$ cat config.mk
export PLATFORM = sky130hd
export DESIGN_NAME = uart_rx_in
export DESIGN_NICKNAME = d
export VERILOG_FILES = /design/src/rtl/uart_pkg.sv /design/src/rtl/uart_rx_fifo.sv /design/src/rtl/uart_rx_in.sv
export SDC_FILE = /design/constraint.sdc
export NUM_CORES = 1
export LEC_CHECK = 0
export CORE_MARGIN = 1.5
export CORE_UTILIZATION = 45
export CTS_CLUSTER_SIZE = 12
export DETAILED_ROUTE_END_ITERATION = 12
export SLEW_MARGIN = 40
export SYNTH_ARGS = -nofsm -noshare
export SYNTH_HDL_FRONTEND = slang
export SYNTH_SLANG_ARGS = --single-unit
$ cat constraint.sdc
create_clock -name clock -period 8.1 [get_ports clock]
set_clock_uncertainty 0.05 [all_clocks]
set_input_delay 0.81 -clock clock [delete_from_list [all_inputs] [get_ports clock]]
set_output_delay 0.81 -clock clock [all_outputs]
set_load 0.01 [all_outputs]
$ cat src/rtl/uart_pkg.sv
// Shared types and constants for the UART receive path.
package uart_pkg;

    typedef enum logic [2:0] {
        IDLE,
        START,
        DATA,
        STOP,
        BREAK
    } rx_state_t;

    localparam int unsigned UART_DATA_BITS = 8;

    // 9-bit uart word: {valid, data}
    localparam int unsigned VALID_BIT = 8;

endpackage

$ cat src/rtl/uart_rx_fifo.sv
// Small synchronous FIFO for received bytes; head is zero when empty.
module uart_rx_fifo #(
    parameter int unsigned FIFO_DEPTH = 4,
    parameter int unsigned WIDTH      = 8
) (
    input  logic             clock,
    input  logic             reset_n,
    input  logic             push,
    input  logic [WIDTH-1:0] push_data,
    input  logic             pop,
    output logic [WIDTH-1:0] head,
    output logic             full,
    output logic             empty,
    output logic             drop
);

    localparam int unsigned AW = $clog2(FIFO_DEPTH);
    localparam logic [AW:0] DEPTH_C = (AW + 1)'(FIFO_DEPTH);

    logic [WIDTH-1:0] mem [FIFO_DEPTH];
    logic [AW-1:0]    wr_ptr;
    logic [AW-1:0]    rd_ptr;
    logic [AW:0]      count;
    logic             do_push;
    logic             do_pop;

    assign empty   = (count == '0);
    assign full    = (count == DEPTH_C);
    assign do_pop  = pop && !empty;
    // A pop in the same cycle frees the slot, so a push into a full FIFO still lands.
    assign do_push = push && (!full || do_pop);
    assign drop    = push && full && !do_pop;
    assign head    = empty ? '0 : mem[rd_ptr];

    // Pointer and occupancy bookkeeping; pointers wrap naturally at FIFO_DEPTH.
    always_ff @(posedge clock or negedge reset_n) begin
        if (!reset_n) begin
            wr_ptr <= '0;
            rd_ptr <= '0;
            count  <= '0;
        end else begin
            if (do_push) wr_ptr <= wr_ptr + 1'b1;
            if (do_pop)  rd_ptr <= rd_ptr + 1'b1;
            case ({do_push, do_pop})
                2'b10:   count <= count + 1'b1;
                2'b01:   count <= count - 1'b1;
                default: count <= count;
            endcase
        end
    end

    // Storage array; contents only matter once written, so no reset.
    always_ff @(posedge clock) begin
        if (do_push) mem[wr_ptr] <= push_data;
    end

endmodule

$ cat src/rtl/uart_rx_in.sv
// 8N1 UART receiver feeding a FIFO, presented as a 9-bit {valid, data} word.
module uart_rx_in
    import uart_pkg::*;
#(
    parameter int unsigned CLKS_PER_BIT = 16,
    parameter int unsigned FIFO_DEPTH   = 4
) (
    input  logic       clock,
    input  logic       reset_n,
    input  logic       rx,
    input  logic       rd,
    input  logic       clr,
    output logic [8:0] uart_in,
    output logic       overrun,
    output logic       frame_err
);

    localparam int unsigned CW = $clog2(CLKS_PER_BIT);
    localparam logic [CW-1:0] HALF_LOAD = CW'(CLKS_PER_BIT / 2 - 1);
    localparam logic [CW-1:0] FULL_LOAD = CW'(CLKS_PER_BIT - 1);
    localparam logic [2:0]    LAST_BIT  = 3'(UART_DATA_BITS - 1);

    rx_state_t                   state;
    rx_state_t                   state_next;
    logic                        rx_meta;
    logic                        rxs;
    logic [CW-1:0]               sample_cnt;
    logic [2:0]                  bit_idx;
    logic [UART_DATA_BITS-1:0]   shift;
    logic                        tick;
    logic                        push;
    logic                        frame_set;
    logic [UART_DATA_BITS-1:0]   fifo_head;
    logic                        fifo_full;
    logic                        fifo_empty;
    logic                        fifo_drop;

    assign tick = (sample_cnt == '0);

    // Two-flop synchroniser for the asynchronous rx line (idles high).
    always_ff @(posedge clock or negedge reset_n) begin
        if (!reset_n) begin
            rx_meta <= 1'b1;
            rxs     <= 1'b1;
        end else begin
            rx_meta <= rx;
            rxs     <= rx_meta;
        end
    end

    // Receive FSM state register.
    always_ff @(posedge clock or negedge reset_n) begin
        if (!reset_n) state <= IDLE;
        else          state <= state_next;
    end

    // Receive FSM next-state logic.
    always_comb begin
        state_next = state;
        case (state)
            IDLE:  if (!rxs) state_next = START;
            START: if (tick) state_next = rxs ? IDLE : DATA;
            DATA:  if (tick && bit_idx == LAST_BIT) state_next = STOP;
            STOP:  if (tick) state_next = rxs ? IDLE : BREAK;
            BREAK: if (rxs)  state_next = IDLE;
            default:         state_next = IDLE;
        endcase
    end

    // Receive FSM outputs: byte push on a good stop bit, frame error on a bad one.
    always_comb begin
        push      = 1'b0;
        frame_set = 1'b0;
        if (state == STOP && tick) begin
            push      = rxs;
            frame_set = !rxs;
        end
    end

    // Bit-timing counters and shift register.
    always_ff @(posedge clock or negedge reset_n) begin
        if (!reset_n) begin
            sample_cnt <= '0;
            bit_idx    <= '0;
            shift      <= '0;
        end else begin
            case (state)
                IDLE: begin
                    if (!rxs) sample_cnt <= HALF_LOAD;
                end
                START: begin
                    if (tick) begin
                        sample_cnt <= FULL_LOAD;
                        bit_idx    <= '0;
                    end else begin
                        sample_cnt <= sample_cnt - 1'b1;
                    end
                end
                DATA: begin
                    if (tick) begin
                        shift[bit_idx] <= rxs;
                        bit_idx        <= bit_idx + 1'b1;
                        sample_cnt     <= FULL_LOAD;
                    end else begin
                        sample_cnt <= sample_cnt - 1'b1;
                    end
                end
                STOP: begin
                    if (!tick) sample_cnt <= sample_cnt - 1'b1;
                end
                default: ;
            endcase
        end
    end

    // Sticky error flags; a set event in the same cycle as clr wins.
    always_ff @(posedge clock or negedge reset_n) begin
        if (!reset_n) begin
            overrun   <= 1'b0;
            frame_err <= 1'b0;
        end else begin
            if (fifo_drop)   overrun <= 1'b1;
            else if (clr)    overrun <= 1'b0;
            if (frame_set)   frame_err <= 1'b1;
            else if (clr)    frame_err <= 1'b0;
        end
    end

    uart_rx_fifo #(
        .FIFO_DEPTH (FIFO_DEPTH),
        .WIDTH      (UART_DATA_BITS)
    ) u_fifo (
        .clock     (clock),
        .reset_n   (reset_n),
        .push      (push),
        .push_data (shift),
        .pop       (rd),
        .head      (fifo_head),
        .full      (fifo_full),
        .empty     (fifo_empty),
        .drop      (fifo_drop)
    );

    assign uart_in[VALID_BIT]   = !fifo_empty;
    assign uart_in[VALID_BIT-1:0] = fifo_head;

endmodule

==> key figures <==
Status
  • Status: complete, no violations

CTS
  • CTS Buf Count: 9
  • CTS tree: yes
  • Post-CTS setup buffer count: 0
  • Worst-skew pair later-pin latency: between 300 and 400 ps
  • H-tree Lvls: 3
  • TritonCTS Sinks: just over 60
  • Cts repair resizes: 0
  • Clock-pin transition on the worst setup and hold timing paths: roughly 70 ps
  • Root buf cell: clkbuf_8
  • Max clock buf depth: 2
  • Hold Buf Count CTS: 0

Place
  • Port-buffer cells: 15
  • Gp weighted congestion: about 0.76
  • Dpl hpwl: about 3500 um
  • Pre-CTS setup slack: around 5100 ps

Logic synthesis
  • Asr flop ratio synth: between 40% and 50%
  • Yosys reg bits: a little over 60
  • Sequential area share after synthesis: roughly three fifths
  • Post-synth EDFFs: 32
  • Gate Count Post-Synth: between 200 and 250
  • Most used DFF post-synth: edfxtp_1
  • Synth Net Count: about 220
  • Post-Synthesis Cell Area: 2850 um2
  • Unique masters post-synth: between 40 and 50
  • Synth Area per Inst: between 10 and 15 um2
  • Synth warnings: 0

GRT
  • Initial antenna violation count: 0
  • GRT Util Overall: roughly 17%
  • Remaining Overflow, GRT: 0
  • Largest net degree at the start of global routing: 30
  • First-pass GRT wire length: around 8500 um
  • Vias in the first global route: 1,763

Power and ir drop
  • Combinational share of power: ~32%
  • Max rail drop VDD: 0.000183 V
  • P per Cell Area: 319 nW/um2
  • NetSw: around 0.33 mW
  • Internal Dissipation: 0.711 mW
  • Seq pwr share: 42.9%
  • LEAKAGE: around 1.2 nW
  • Clk network pwr share: 24.7%
  • Switching share of total power: 31.4%

Critical path
  • CP Data Required Time: approximately 7200 ps
  • Crit-path max FO: 10
  • RR Startpoint: sample_cnt[0]
  • FF-to-FF path depth: 9
  • Worst setup SP type: flip-flop
  • FF-to-FF setup slack: a little over 5000 ps
  • R2R Path End: u_fifo.count[1]
  • Worst EP arrival: ~2200 ps
  • CP Class: flip-flop to output port
  • Worst setup EP type: output port

Timing
  • RSZ-0062 raised after global routing: false
  • Tcrit/Tclk final: around two fifths
  • Endpoints failing hold: 0
  • Max-slew headroom: ~62%
  • Final min period: slightly above 3000 ps
  • Pins Over Slew Limit: 0
  • Max Freq: between 300 and 400 MHz
  • Setup TNS Final: 0 ps
  • Fin Hold WS: just over 300 ps
  • Measured slew at the worst slew-check pin: approximately 570 ps
  • Final worst slack: approximately 5000 ps
  • Final Setup Violations: 0

Layout
  • Filler cell count: roughly 520
  • Commonest non-fill, non-tap cell in the layout: edfxtp_1
  • ANT cells: 0
  • Most frequent cells in the layout: edfxtp_1, dfrtp_1, nand2_1, clkdlybuf4s50_1, and2_1
  • Area of the multi-input gates: about 1100 um2
  • Share of layout cells above drive strength 1: between 10% and 20%
  • P&R area growth vs syn: 13.8%
  • Final nets: 240
  • Sequential Area: 1690 um2

Routing
  • Final wirelength: between 4000 and 5000 um
  • Vias/cell: approximately 5.6
  • Vias: 1,711
  • DRT antenna net count: 0
  • First-pass detailed-route iteration total: 4
  • DRC Markers: 0
  • DRT iter0 DRCs: between 90 and 100
  • WL/cell: 16.2 um

Die
  • Horiz. Die Dim: between 80 and 90 um
  • Die Height: around 83 um
  • Die area: between 6000 and 7000 um2
  • Ports: 16
  • Initial Util: a little under half
  • CORE AREA: ~6000 um2
  • # rows: 28

Hold path
  • Hold Crit Depth: 0
  • Hold Path Sink: rxs
  • HP Start: rx_meta
  • Min-Delay Path Class: flip-flop to flip-flop

Flow run
  • Max Cap Viol: 0
-- routing by layer --
metal  up-vias  part of all wire, %  global-route usage, %
met5         -                    0                      0
met4         0                  1.1                   8.17
met3         7                  2.4                   4.73
met2        23                   51                   27.9
met1       871                   46                   21.8
li1        810                    -                      -
-- final cells by class --
cell class              count  share of cell area, %
clock inverters             2                   1.04
clock buffers              14                   4.70
repair buffers             16                   4.86
inverters                  10                   1.16
multi-input cells         129                   33.3
well taps                  75                   2.89
flip-flops and latches     61                   52.0
-- worst max-delay path by stage --
stage,to,startpoint,slack (ps),depth (start not counted)
floorplan,u_fifo.count[1],sample_cnt[0],5530,9
global placement,u_fifo.mem[1][4],rd,5270,5
detailed placement,u_fifo.count[1],sample_cnt[0],5100,9
CTS,uart_in[7],u_fifo.rd_ptr[0],4950,3
global route,uart_in[6],u_fifo.rd_ptr[0],4840,3
finish,uart_in[7],u_fifo.rd_ptr[0],5000,3
-- cells by family (layout without fill, tap and decap cells) --
| logic type | Yosys count | count (layout) | share of synthesized area, % |
|---|---|---|---|
| compound gates | 28 | 28 | 6.49 |
| xor+xnor | 4 | 4 | 1.23 |
| fa+ha+maj | 8 | 8 | 3.77 |
| buf+inv | 19 | 42 | 2.85 |
| flops | 61 | 61 | 59.2 |
| mux | 24 | 24 | 12.4 |
| simple gates | 65 | 65 | 14.0 |
-- power groups by stage --
stage / clock network (mW) / registers (mW) / logic [mW]
after floorplan: 0 / 0.404 / 0.267
after global placement: 0 / 0.448 / 0.323
after detailed placement: 0 / 0.452 / 0.339
after CTS: 0.264 / 0.446 / 0.339
after global routing: 0.276 / 0.460 / 0.374
final: 0.256 / 0.445 / 0.335
-- through the flow --
step                      cells  util, %  total power, mW  area (um2)
after floorplan             209        -            0.670        2850
after global placement      291     50.8            0.771        3060
after detailed placement    291     50.8            0.791        3060
after CTS                   307     53.9             1.05        3250
after global routing        307     53.9             1.11        3250
final                       307     53.9             1.04        3250
-- cell usage after synthesis (2+ instances only) --
library cell  instances  area share, %
edfxtp_1             32             34
buf_2                 2           0.35
mux2i_1               5            1.8
a221oi_1              2           0.61
a211oi_1              2           0.53
dfstp_2               2            1.8
nor2_1                7           0.92
clkbuf_1              5           0.66
nand3_1               7            1.2
ha_1                  7            3.1
o21ai_0               6            1.1
a31oi_1               4           0.88
and2_1               12            2.6
o22ai_1               2           0.44
or3_1                 2           0.44
nand2_1              16            2.1
xnor2_1               4            1.2
nor3_1                4           0.70
nor2b_1               4           0.88
inv_1                10            1.3
mux4_2                8            6.3
mux2_2               10            3.9
a21oi_1               5           0.88
dfrtp_1              27             24
-- worst max-delay path: stages, from the launching register on --
cell	delay, ps
dfrtp_1	700
mux4_2	560
and2_1	160
clkdlybuf4s50_1	480
-- flip-flops by register name (all words and copies together) (netlist names) --
| signal | count |
|---|---|
| state | 3 |
| u_fifo.count | 3 |
| overrun | 1 |
| frame_err | 1 |
| u_fifo.rd_ptr | 2 |
| shift | 8 |
| u_fifo.mem | 32 |
| u_fifo.wr_ptr | 2 |
| rx_meta | 1 |
| bit_idx | 3 |
| rxs | 1 |
| sample_cnt | 4 |
No activity file was read; power rests on OpenSTA's default activity.
